$ cat src/rtl/regfile_pkg.sv
// regfile_pkg: shared types, default widths and the boot preset table for
// the parametrised integer register file.
//   state_t     - sequencer state (ST_INIT, ST_READY)
//   preset_val  - boot constant for a register index (0 for unlisted indices)
package regfile_pkg;

    localparam int DEF_DW     = 32;
    localparam int DEF_DEPTH  = 32;
    localparam int DEF_NUM_RD = 2;

    typedef enum logic {
        ST_INIT  = 1'b0,
        ST_READY = 1'b1
    } state_t;

    // The INIT sequencer only visits indices 1..DEPTH-1, so entries at or
    // above DEPTH are never requested and drop out for small files.
    function automatic logic [31:0] preset_val(input logic [31:0] idx);
        logic [31:0] val;
        case (idx)
            32'd1:   val = 32'd150;
            32'd2:   val = 32'd999;
            32'd3:   val = 32'd2;
            32'd4:   val = 32'd10;
            32'd5:   val = 32'd11;
            32'd11:  val = 32'd109;
            32'd15:  val = 32'd100;
            default: val = 32'd0;
        endcase
        return val;
    endfunction

endpackage

$ cat src/rtl/regfile_param_if.sv
// regfile_param_if: read, write and busy-set bus of the register file.
//   master - decode/writeback/load-divide side (drives addresses and strobes)
//   slave  - register file side (drives init_done, rd_data, rd_busy)
interface regfile_param_if #(
    parameter int DW     = 32,
    parameter int AW     = 5,
    parameter int NUM_RD = 2
);
    logic                 init_done;
    logic [NUM_RD*AW-1:0] rd_addr;
    logic [NUM_RD*DW-1:0] rd_data;
    logic [NUM_RD-1:0]    rd_busy;
    logic                 wr_en;
    logic [AW-1:0]        wr_addr;
    logic [DW-1:0]        wr_data;
    logic                 busy_set;
    logic [AW-1:0]        busy_addr;

    modport master (
        input  init_done, rd_data, rd_busy,
        output rd_addr, wr_en, wr_addr, wr_data, busy_set, busy_addr
    );

    modport slave (
        output init_done, rd_data, rd_busy,
        input  rd_addr, wr_en, wr_addr, wr_data, busy_set, busy_addr
    );
endinterface

$ cat src/rtl/regfile_scoreboard.sv
// regfile_scoreboard: DEPTH-bit pending-write vector.
//   clk, reset          - core clock, async active-low reset
//   set_en/set_addr     - mark a register pending (wins over a same-edge clear)
//   clr_en/clr_addr     - clear pending on writeback
//   rd_addr/rd_busy     - per-read-port busy lookup (raw, not gated by INIT)
module regfile_scoreboard #(
    parameter  int DEPTH  = 32,
    parameter  int NUM_RD = 2,
    localparam int AW     = $clog2(DEPTH)
) (
    input  logic                 clk,
    input  logic                 reset,
    input  logic                 set_en,
    input  logic [AW-1:0]        set_addr,
    input  logic                 clr_en,
    input  logic [AW-1:0]        clr_addr,
    input  logic [NUM_RD*AW-1:0] rd_addr,
    output logic [NUM_RD-1:0]    rd_busy
);

    logic [DEPTH-1:0] busy;

    // Set is applied after clear so a write-after-write reissue keeps the
    // register pending. x0 can never become pending.
    always_ff @(posedge clk or negedge reset) begin
        if (!reset) begin
            busy <= '0;
        end else begin
            if (clr_en) busy[clr_addr] <= 1'b0;
            if (set_en && (set_addr != '0)) busy[set_addr] <= 1'b1;
        end
    end

    always_comb begin
        rd_busy = '0;
        for (int k = 0; k < NUM_RD; k++) begin
            rd_busy[k] = busy[rd_addr[k*AW +: AW]];
        end
    end

endmodule

$ cat src/rtl/regfile_param.sv
// regfile_param: parametrised integer register file with boot preset loader
// and per-register busy scoreboard.
//   clk    - core clock
//   reset  - async active-low reset
//   bus    - regfile_param_if.slave: init_done, NUM_RD read ports with busy,
//            one write port, one busy-set port
// Optional build macro REGFILE_BYPASS_EN: forward a same-cycle write to
// matching read ports (busy reflects the write unless a same-cycle busy_set
// targets the same register).
module regfile_param
    import regfile_pkg::*;
#(
    parameter int DW     = DEF_DW,
    parameter int DEPTH  = DEF_DEPTH,
    parameter int NUM_RD = DEF_NUM_RD
) (
    input  logic            clk,
    input  logic            reset,
    regfile_param_if.slave  bus
);

    localparam int AW = $clog2(DEPTH);

    state_t               state;
    logic [AW-1:0]        idx;
    logic                 init_done_q;
    logic [DW-1:0]        regs [DEPTH];
    logic                 ready;
    logic                 wr_ok;
    logic                 set_ok;
    logic [NUM_RD-1:0]    sb_busy;
    logic [NUM_RD*DW-1:0] rd_data_c;
    logic [NUM_RD-1:0]    rd_busy_c;

    assign ready  = (state == ST_READY);
    assign wr_ok  = ready && bus.wr_en && (bus.wr_addr != '0);
    assign set_ok = ready && bus.busy_set && (bus.busy_addr != '0);

    // regs[0] is cleared on reset and never written afterwards, so reads of
    // x0 fall out as zero without a special case.
    always_ff @(posedge clk or negedge reset) begin
        if (!reset) begin
            state       <= ST_INIT;
            idx         <= AW'(1);
            init_done_q <= 1'b0;
            for (int i = 0; i < DEPTH; i++) begin
                regs[i] <= '0;
            end
        end else begin
            case (state)
                ST_INIT: begin
                    regs[idx] <= DW'(preset_val(32'(idx)));
                    idx       <= idx + AW'(1);
                    if (idx == AW'(DEPTH - 1)) begin
                        state       <= ST_READY;
                        init_done_q <= 1'b1;
                    end
                end
                ST_READY: begin
                    if (wr_ok) regs[bus.wr_addr] <= bus.wr_data;
                end
                default: state <= ST_INIT;
            endcase
        end
    end

    regfile_scoreboard #(
        .DEPTH  (DEPTH),
        .NUM_RD (NUM_RD)
    ) u_scoreboard (
        .clk      (clk),
        .reset    (reset),
        .set_en   (set_ok),
        .set_addr (bus.busy_addr),
        .clr_en   (wr_ok),
        .clr_addr (bus.wr_addr),
        .rd_addr  (bus.rd_addr),
        .rd_busy  (sb_busy)
    );

    // Reads are blanked while the preset table is loading.
    always_comb begin
        rd_data_c = '0;
        rd_busy_c = '0;
        for (int k = 0; k < NUM_RD; k++) begin
            if (ready) begin
                rd_data_c[k*DW +: DW] = regs[bus.rd_addr[k*AW +: AW]];
                rd_busy_c[k]          = sb_busy[k];
`ifdef REGFILE_BYPASS_EN
                if (wr_ok && (bus.wr_addr == bus.rd_addr[k*AW +: AW])) begin
                    rd_data_c[k*DW +: DW] = bus.wr_data;
                    rd_busy_c[k]          = set_ok && (bus.busy_addr == bus.wr_addr);
                end
`endif
            end
        end
    end

    assign bus.init_done = init_done_q;
    assign bus.rd_data   = rd_data_c;
    assign bus.rd_busy   = rd_busy_c;

endmodule

$ cat src/flat_wrapper.sv
// flat-port wrapper written by rule: the top's interface ports become plain ports
module regfile_param_flat import regfile_pkg::*;
#(
    parameter int DW     = DEF_DW,
    parameter int DEPTH  = DEF_DEPTH,
    parameter int NUM_RD = DEF_NUM_RD
)
  (clk, reset, bus_init_done, bus_rd_data, bus_rd_busy, bus_rd_addr, bus_wr_en, bus_wr_addr, bus_wr_data, bus_busy_set, bus_busy_addr);
  regfile_param_if #(.DW(DW), .AW(5), .NUM_RD(NUM_RD)) bus_i ();
  input  logic clk;
  input  logic reset;
  output wire logic [$bits(bus_i.init_done)-1:0] bus_init_done;
  output wire logic [$bits(bus_i.rd_data)-1:0] bus_rd_data;
  output wire logic [$bits(bus_i.rd_busy)-1:0] bus_rd_busy;
  input wire logic [$bits(bus_i.rd_addr)-1:0] bus_rd_addr;
  input wire logic [$bits(bus_i.wr_en)-1:0] bus_wr_en;
  input wire logic [$bits(bus_i.wr_addr)-1:0] bus_wr_addr;
  input wire logic [$bits(bus_i.wr_data)-1:0] bus_wr_data;
  input wire logic [$bits(bus_i.busy_set)-1:0] bus_busy_set;
  input wire logic [$bits(bus_i.busy_addr)-1:0] bus_busy_addr;
  assign bus_init_done = bus_i.init_done;
  assign bus_rd_data = bus_i.rd_data;
  assign bus_rd_busy = bus_i.rd_busy;
  assign bus_i.rd_addr = bus_rd_addr;
  assign bus_i.wr_en = bus_wr_en;
  assign bus_i.wr_addr = bus_wr_addr;
  assign bus_i.wr_data = bus_wr_data;
  assign bus_i.busy_set = bus_busy_set;
  assign bus_i.busy_addr = bus_busy_addr;
  regfile_param #(.DW(DW), .DEPTH(DEPTH), .NUM_RD(NUM_RD)) u_core (.clk(clk), .reset(reset), .bus(bus_i));
endmodule
$ cat config.mk
export PLATFORM = sky130hd
export DESIGN_NAME = regfile_param_flat
export DESIGN_NICKNAME = d
export VERILOG_FILES = /design/src/rtl/regfile_pkg.sv /design/src/rtl/regfile_param_if.sv /design/src/rtl/regfile_scoreboard.sv /design/src/rtl/regfile_param.sv /design/src/flat_wrapper.sv
export SDC_FILE = /design/constraint.sdc
export NUM_CORES = 2
export LEC_CHECK = 0
export CAP_MARGIN = 5
export CORE_MARGIN = 4
export CORE_UTILIZATION = 50
export CTS_CLUSTER_SIZE = 40
export DETAILED_ROUTE_END_ITERATION = 6
export PLACE_DENSITY = 0.78
export SYNTH_ARGS = -nofsm -noshare
export SYNTH_HDL_FRONTEND = slang
export SYNTH_SLANG_ARGS = --single-unit
$ cat constraint.sdc
create_clock -name clk -period 2.8 [get_ports clk]
set_input_delay 0.28 -clock clk [delete_from_list [all_inputs] [get_ports clk]]
set_output_delay 0.28 -clock clk [all_outputs]
set_load 0.005 [all_outputs]
# --- Yosys cells after proc, flatten, opt, wreduce, memory -nomap -nowiden ---
# Cells that the tools add are included.
classes:
  add_sub_neg: 1
  n_mul: 0
  n_div: 0
  magnitude_cmp: 12
  eq_ne: 9
  n_shift: 0
  n_mux: 32
  bitwise_logic: 8
  reduce_logical: 12
ops:
  columns: ["op", "count"]
  rows:
  - ["$bwmux 1024", 2]
  - ["$pmux 1024 s2", 1]
  - ["$mux 1024", 1]
  - ["$mux 32", 11]
  - ["$bmux 32 s5", 2]
  - ["$demux 32 s5", 2]
  - ["$pmux 10 s7", 1]
  - ["$and 32x32->32", 1]
  - ["$not 32->32", 1]
  - ["$or 32x32->32", 1]
  - ["$ge 6x6->1 const B", 4]
  - ["$lt 5x6->1 const B", 4]
  - ["$not 5->6", 4]
  - ["$lt 6x1->1 const B", 2]
  - ["$bmux 1 s5", 2]
  - ["$demux 1 s5", 2]
  - ["$eq 5x2->1 const B", 2]
  - ["$eq 5x3->1 const B", 2]
  - ["$eq 5x4->1 const B", 2]
  - ["$ge 5x1->1 const B", 2]
  - ["$reduce_bool 5->1", 2]
  - ["$logic_and 1x1->1", 9]
  - ["$mux 1", 8]
  - ["$add 5x1->5 const B", 1]
  - ["other kinds (5)", 5]
totals:
  register_bits: 1063
  latchBits: 0
  ramBits: 0
  romBits: 0
  input_bits: 56
  out_inout_bits: 67
  wordCells: 110
  mem_count: 0

# --- Depth between registers and ports, before layout ---
depth:
  ltp_word: 9
  mapped_depth: 9
  mapped_depth_nobuf: 7

# --- Cells and area by module ---
# Synthesis repeated with hierarchy kept, for this count alone.
unflattened:
  cells_unflattened: 5213
  hier_area_um2: 61796.8
by_module_without_submodules:
  columns: ["module", "n_inst", "cells_per_inst", "area_each_um2", "seq_area_each_um2"]
  rows:
  - ["regfile_param", 1, 5007, 59851.2, 25801.0]
  - ["regfile_scoreboard", 1, 206, 1945.6, 800.8]

# --- Worst setup path before layout ---
# OpenSTA, ideal clock, no wires.
synth_timing:
  kind: "register to register"
  start: "reg u_core.idx[0]"
  end: "reg u_core.regs[802] in the netlist's numbering"
  setup_ps: 125
  arrival_ps: 2074
  t_required_ps: 2675
  slack_ps: 601
  path_stages_with_launch: 9
  path_buffers: 2
  synth_period_minus_slack_ps: 2199
  path_cell_list: "dfstp_2 inv_1 ha_1 clkbuf_1 nor4b_2 nand2_1 o21a_1 buf_2 mux2_2"
synth_between:
  elab_chain_cells: 7
  word_cells_on_any_way: 17
  classes_between: "order compare (2); eq/ne (7); mux (6); bitwise (1); reduce/logical (1)"
synth_lines:
  columns: ["element", "line_no", "text"]
  rows:
  - ["start: declaration", "regfile_param.sv:25", "logic [AW-1:0] idx;"]
  - ["start signal: assignment", "regfile_param.sv:53", "idx <= idx + AW'(1);"]
  - ["$not 5->6 (not written as such)", "regfile_param.sv:52", "regs[idx] <= DW'(preset_val(32'(idx)));"]
  - ["$ge 6x6->1 (not written as such) / $lt 6x1->1 (equally long branches)", "regfile_param.sv:52", null]
  - ["$logic_and 1x1->1 (not written as such)", "regfile_param.sv:52", null]
  - ["$mux 32 (not written as such)", "regfile_param.sv:52", null]
  - ["$demux 32 s5", "regfile_param.sv:52", null]
  - ["$bwmux 1024 (*)", "regfile_param.sv:52", null]
  - ["$pmux 1024 s2 (*)", "regfile_param.sv:50", "case (state)"]
  - ["end signal: indexed assignment", "regfile_param.sv:52", null]
  - ["end signal: indexed assignment", "regfile_param.sv:60", "if (wr_ok) regs[bus.wr_addr] <= bus.wr_data;"]
  - ["end: declaration", "regfile_param.sv:27", "logic [DW-1:0] regs [DEPTH];"]
# Every way passes the cells marked *; elsewhere a longest branch is shown, timed or not. The select of a mux whose other input is x is not followed.
# A chain may end at the register's enable or synchronous reset.

# --- Worst setup path after layout ---
layout_timing:
  start: "reg u_core.regs[704] in the netlist's numbering"
  end: "out bus_rd_data[0]"
layout_between:
  elab_chain_cells: 4
layout_lines:
  columns: ["element", "line_no", "text"]
  rows:
  - ["$bmux 32 s5", "regfile_param.sv:87", "rd_data_c[k*DW +: DW] = regs[bus.rd_addr[k*AW +: AW]];"]
  - ["$mux 32 (not written as such) (2 in a row)", "regfile_param.sv:87", null]
  - ["$mux 32", "regfile_param.sv:86", "if (ready) begin"]
  - ["end: declaration", "flat_wrapper.sv:13", "output wire logic [$bits(bus_i.rd_data)-1:0] bus_rd_data;"]
# Every way passes these cells. The select of a mux whose other input is x is not followed.

==> qor.txt <==
CTS Root Cell: clkbuf_16
CTS max path bufs: 3
top cell type's share of synthesized area: 43.0%
IO Pins: 123
RePlAce Congestion: 1.03
gr usage total: 40.1%
Worst Clk Skew: 16.0 ps
TritonCTS clock tree: done
Final WS setup: -122 ps
GRT overflow: 0
vias in the first global route: 57245
Post-Syn Area per Cell: 11.4 um2
first-pass GRT wire length: 385000 um
final instance count without filler cells: 7359
RSZ-0062 raised after global routing: yes
post-synthesis mux area share: 31.1%
Min Clock Period, post-route: 2920 ps
CTS H-tree lvls: 3
die area: 129000 um2
Starting Density: 50.5%
nets: 5697
count of cell types in the netlist: 72
post-synthesis xor/xnor area fraction: 0.0425%
crit path kind: reg -> out
worst min path class: in -> async
clk slew on worst S/H paths: 70 ps
most frequent cells in the layout: dfrtp_1, mux2_2, nor2_1
Die H: 360 um
Seq/Total Area, Yosys: 43.0%
Hold WS: 70.8 ps
Synth Area in Compound Gates: 9.90%
worst reg2reg path startpoint: u_core.ready
headroom to the max-slew limit: 39.0%
commonest non-fill, non-tap cell in the layout: dfrtp_1
worst setup path startpoint: u_core.regs[704]
area leader, netlist: dfrtp_1
final worst path period share: 104%
Clk Latency, worst-skew pair: 740 ps
via count: 56105
Seq cells post-synth: 1063
CP Max Fanout: 2
share of layout cells above drive strength 1: 37.8%
Num CTS Buffers: 109
Final HPWL DP: 167000 um
worst slew pin tran: 913 ps
# fillers: 9075
P&R area growth vs syn: 20.4%
Post-synth EDFFs: 0
Worst setup SP type: flop
Worst Path Required: 2520 ps
max_cap viols: 0
Worst EP arrival: 2640 ps
pin count of the biggest net entering global routing: 118
mapped cell area: 61800 um2
Core ar.: 122000 um2
adder-cell share of the synthesized area: 0.121%
Final Hold Fails: 0
vias per inst: 7.62
Area contributors post-synth: dfrtp_1, mux4_2, mux2_2, nor2_1, nand4_1
ANT nets after route: 0
Detailed Routing Iterations Pass 1: 7
final wirelength: 266000 um
Iter 0 DRT Violations: 9968
# setup viols final: 18
fmax: 342 MHz
Power Density: 507 nW/um2
Slew Limit Fails: 0
largest family of logic cells by synthesized area: multiplexers
result of the run: complete, but fails checks
PortBufs: 122
Leak: 32.2 nW
Die W: 360 um
Post-Syn Instances: 5402
YS warnings: 0
row count: 128
initial antenna violation count: 9
synthesized net count: 5464
average wire per standard cell: 36.2 um
failing checks: setup timing
DRC Markers: 0
Post-synth ARST share: 100%
clock sinks: 1063
Max VDD drop: 0.538 mV
Inst Count DP: 7102
CP endpoint kind: primary output
simple-gate portion of the synthesized area: 9.91%
prevailing post-synth register cell: dfrtp_1
## stage by stage
step	setup slack (ps)	instance area [um2]	power [mW]	utilization, %	TNS (ps)
final	-122	74400	37.7	60.8	-776
after global routing	-142	74400	38.5	60.8	-886
after CTS	-68.3	74200	37.3	60.6	-231
after detailed placement	-373	69000	21.4	56.4	-7870
after global placement	-376	69000	21.3	56.4	-6380
after floorplan	601	61800	18.9	-	0
## where the power goes
| part | switching (mW) | internal, mW |
|---|---|---|
| logic | 3.11 | 2.14 |
| registers | 0.478 | 15.9 |
| clock network | 6.72 | 9.37 |
| total | 10.3 | 27.4 |
## path summary, 6_finish.rpt
check | end | slack [ps] | cells after the start
min reg2reg | u_core.u_scoreboard.busy[0] | 490 | 1
max in group asynchronous | u_core.regs[688] | 1500 | 3
max reg2reg | u_core.regs[594] | 0 | 8
max | bus_rd_data[0] | -120 | 7
min | u_core.regs[392] | 70 | 2
min in group clk | u_core.regs[218] | 280 | 3
## Yosys cell counts (8+ instances only)
| master | instances |
|---|---|
| o21ai_1 | 8 |
| mux2i_1 | 114 |
| a22oi_1 | 67 |
| dfrtp_1 | 1062 |
| o221ai_1 | 70 |
| buf_4 | 47 |
| buf_2 | 155 |
| o22ai_1 | 16 |
| o211ai_1 | 57 |
| nand2_1 | 261 |
| nand4_1 | 275 |
| and2_1 | 34 |
| buf_1 | 17 |
| a21oi_1 | 12 |
| o21ai_0 | 317 |
| nand3_1 | 114 |
| mux4_2 | 462 |
| inv_1 | 251 |
| o31ai_1 | 81 |
| clkbuf_1 | 386 |
| nor2b_1 | 15 |
| o2111ai_1 | 20 |
| nor2_1 | 557 |
| a31oi_1 | 76 |
| mux2_2 | 660 |
| a22o_1 | 34 |
| a221oi_1 | 48 |
| o22ai_2 | 8 |
| a221o_1 | 26 |
| mux2_1 | 20 |
| nor3_1 | 9 |
| and3_1 | 8 |
## critical path, cell delays in order, from the launching register on
cell and delay, ps:
dfrtp_1 440, buf_6 150, mux4_2 450, mux2_4 290, o221ai_2 150, buf_4 170
a31oi_4 60, buf_2 190
## kinds of logic after synthesis
| kind of cell | after synthesis |
|---|---|
| and+or+nand+nor | 1318 |
| AOI/OAI and AO/OA | 892 |
| DFF | 1063 |
| buffers and inverters | 864 |
| muxes | 1256 |
| xor gates and xnor gates | 3 |
| adders and majority gates | 6 |
## registers in the layout (all words and copies together), names as in the netlist
| signal | flops |
|---|---|
| u_core.bus.init_done | 1 |
| u_core.regs | 1024 |
| u_core.u_scoreboard.busy | 32 |
| u_core.idx | 5 |
| u_core.ready | 1 |
## repair_timing
item                                    4_1_cts  5_1_grt
buffers inserted                             42       11
endpoints found under the setup margin       67      102
hold buffers                                  1        0
pin swaps                                    28       18
resized for setup                           323       79
endpoints found under the hold margin       186        0
gates cloned                                  2        1
## per-layer routing
layer | wire, um | global-route usage, %
met5 | 155 | 0.726
met2 | 109000 | 55.6
met3 | 45200 | 17.5
met4 | 28500 | 33.4
met1 | 83600 | 47.9
## area by class of cell
cell class	count	area [um2]	area share [%]
flip-flops and latches	1063	26600	35.8
clock inverters	46	659	0.886
diodes	7	17.5	0.0235
well taps	1625	2030	2.73
repair buffers	733	7740	10.4
inverters	253	952	1.28
multi-input cells	3475	33200	44.6
clock buffers	157	3220	4.33
Note: power is estimated with default switching activity, not from simulation.
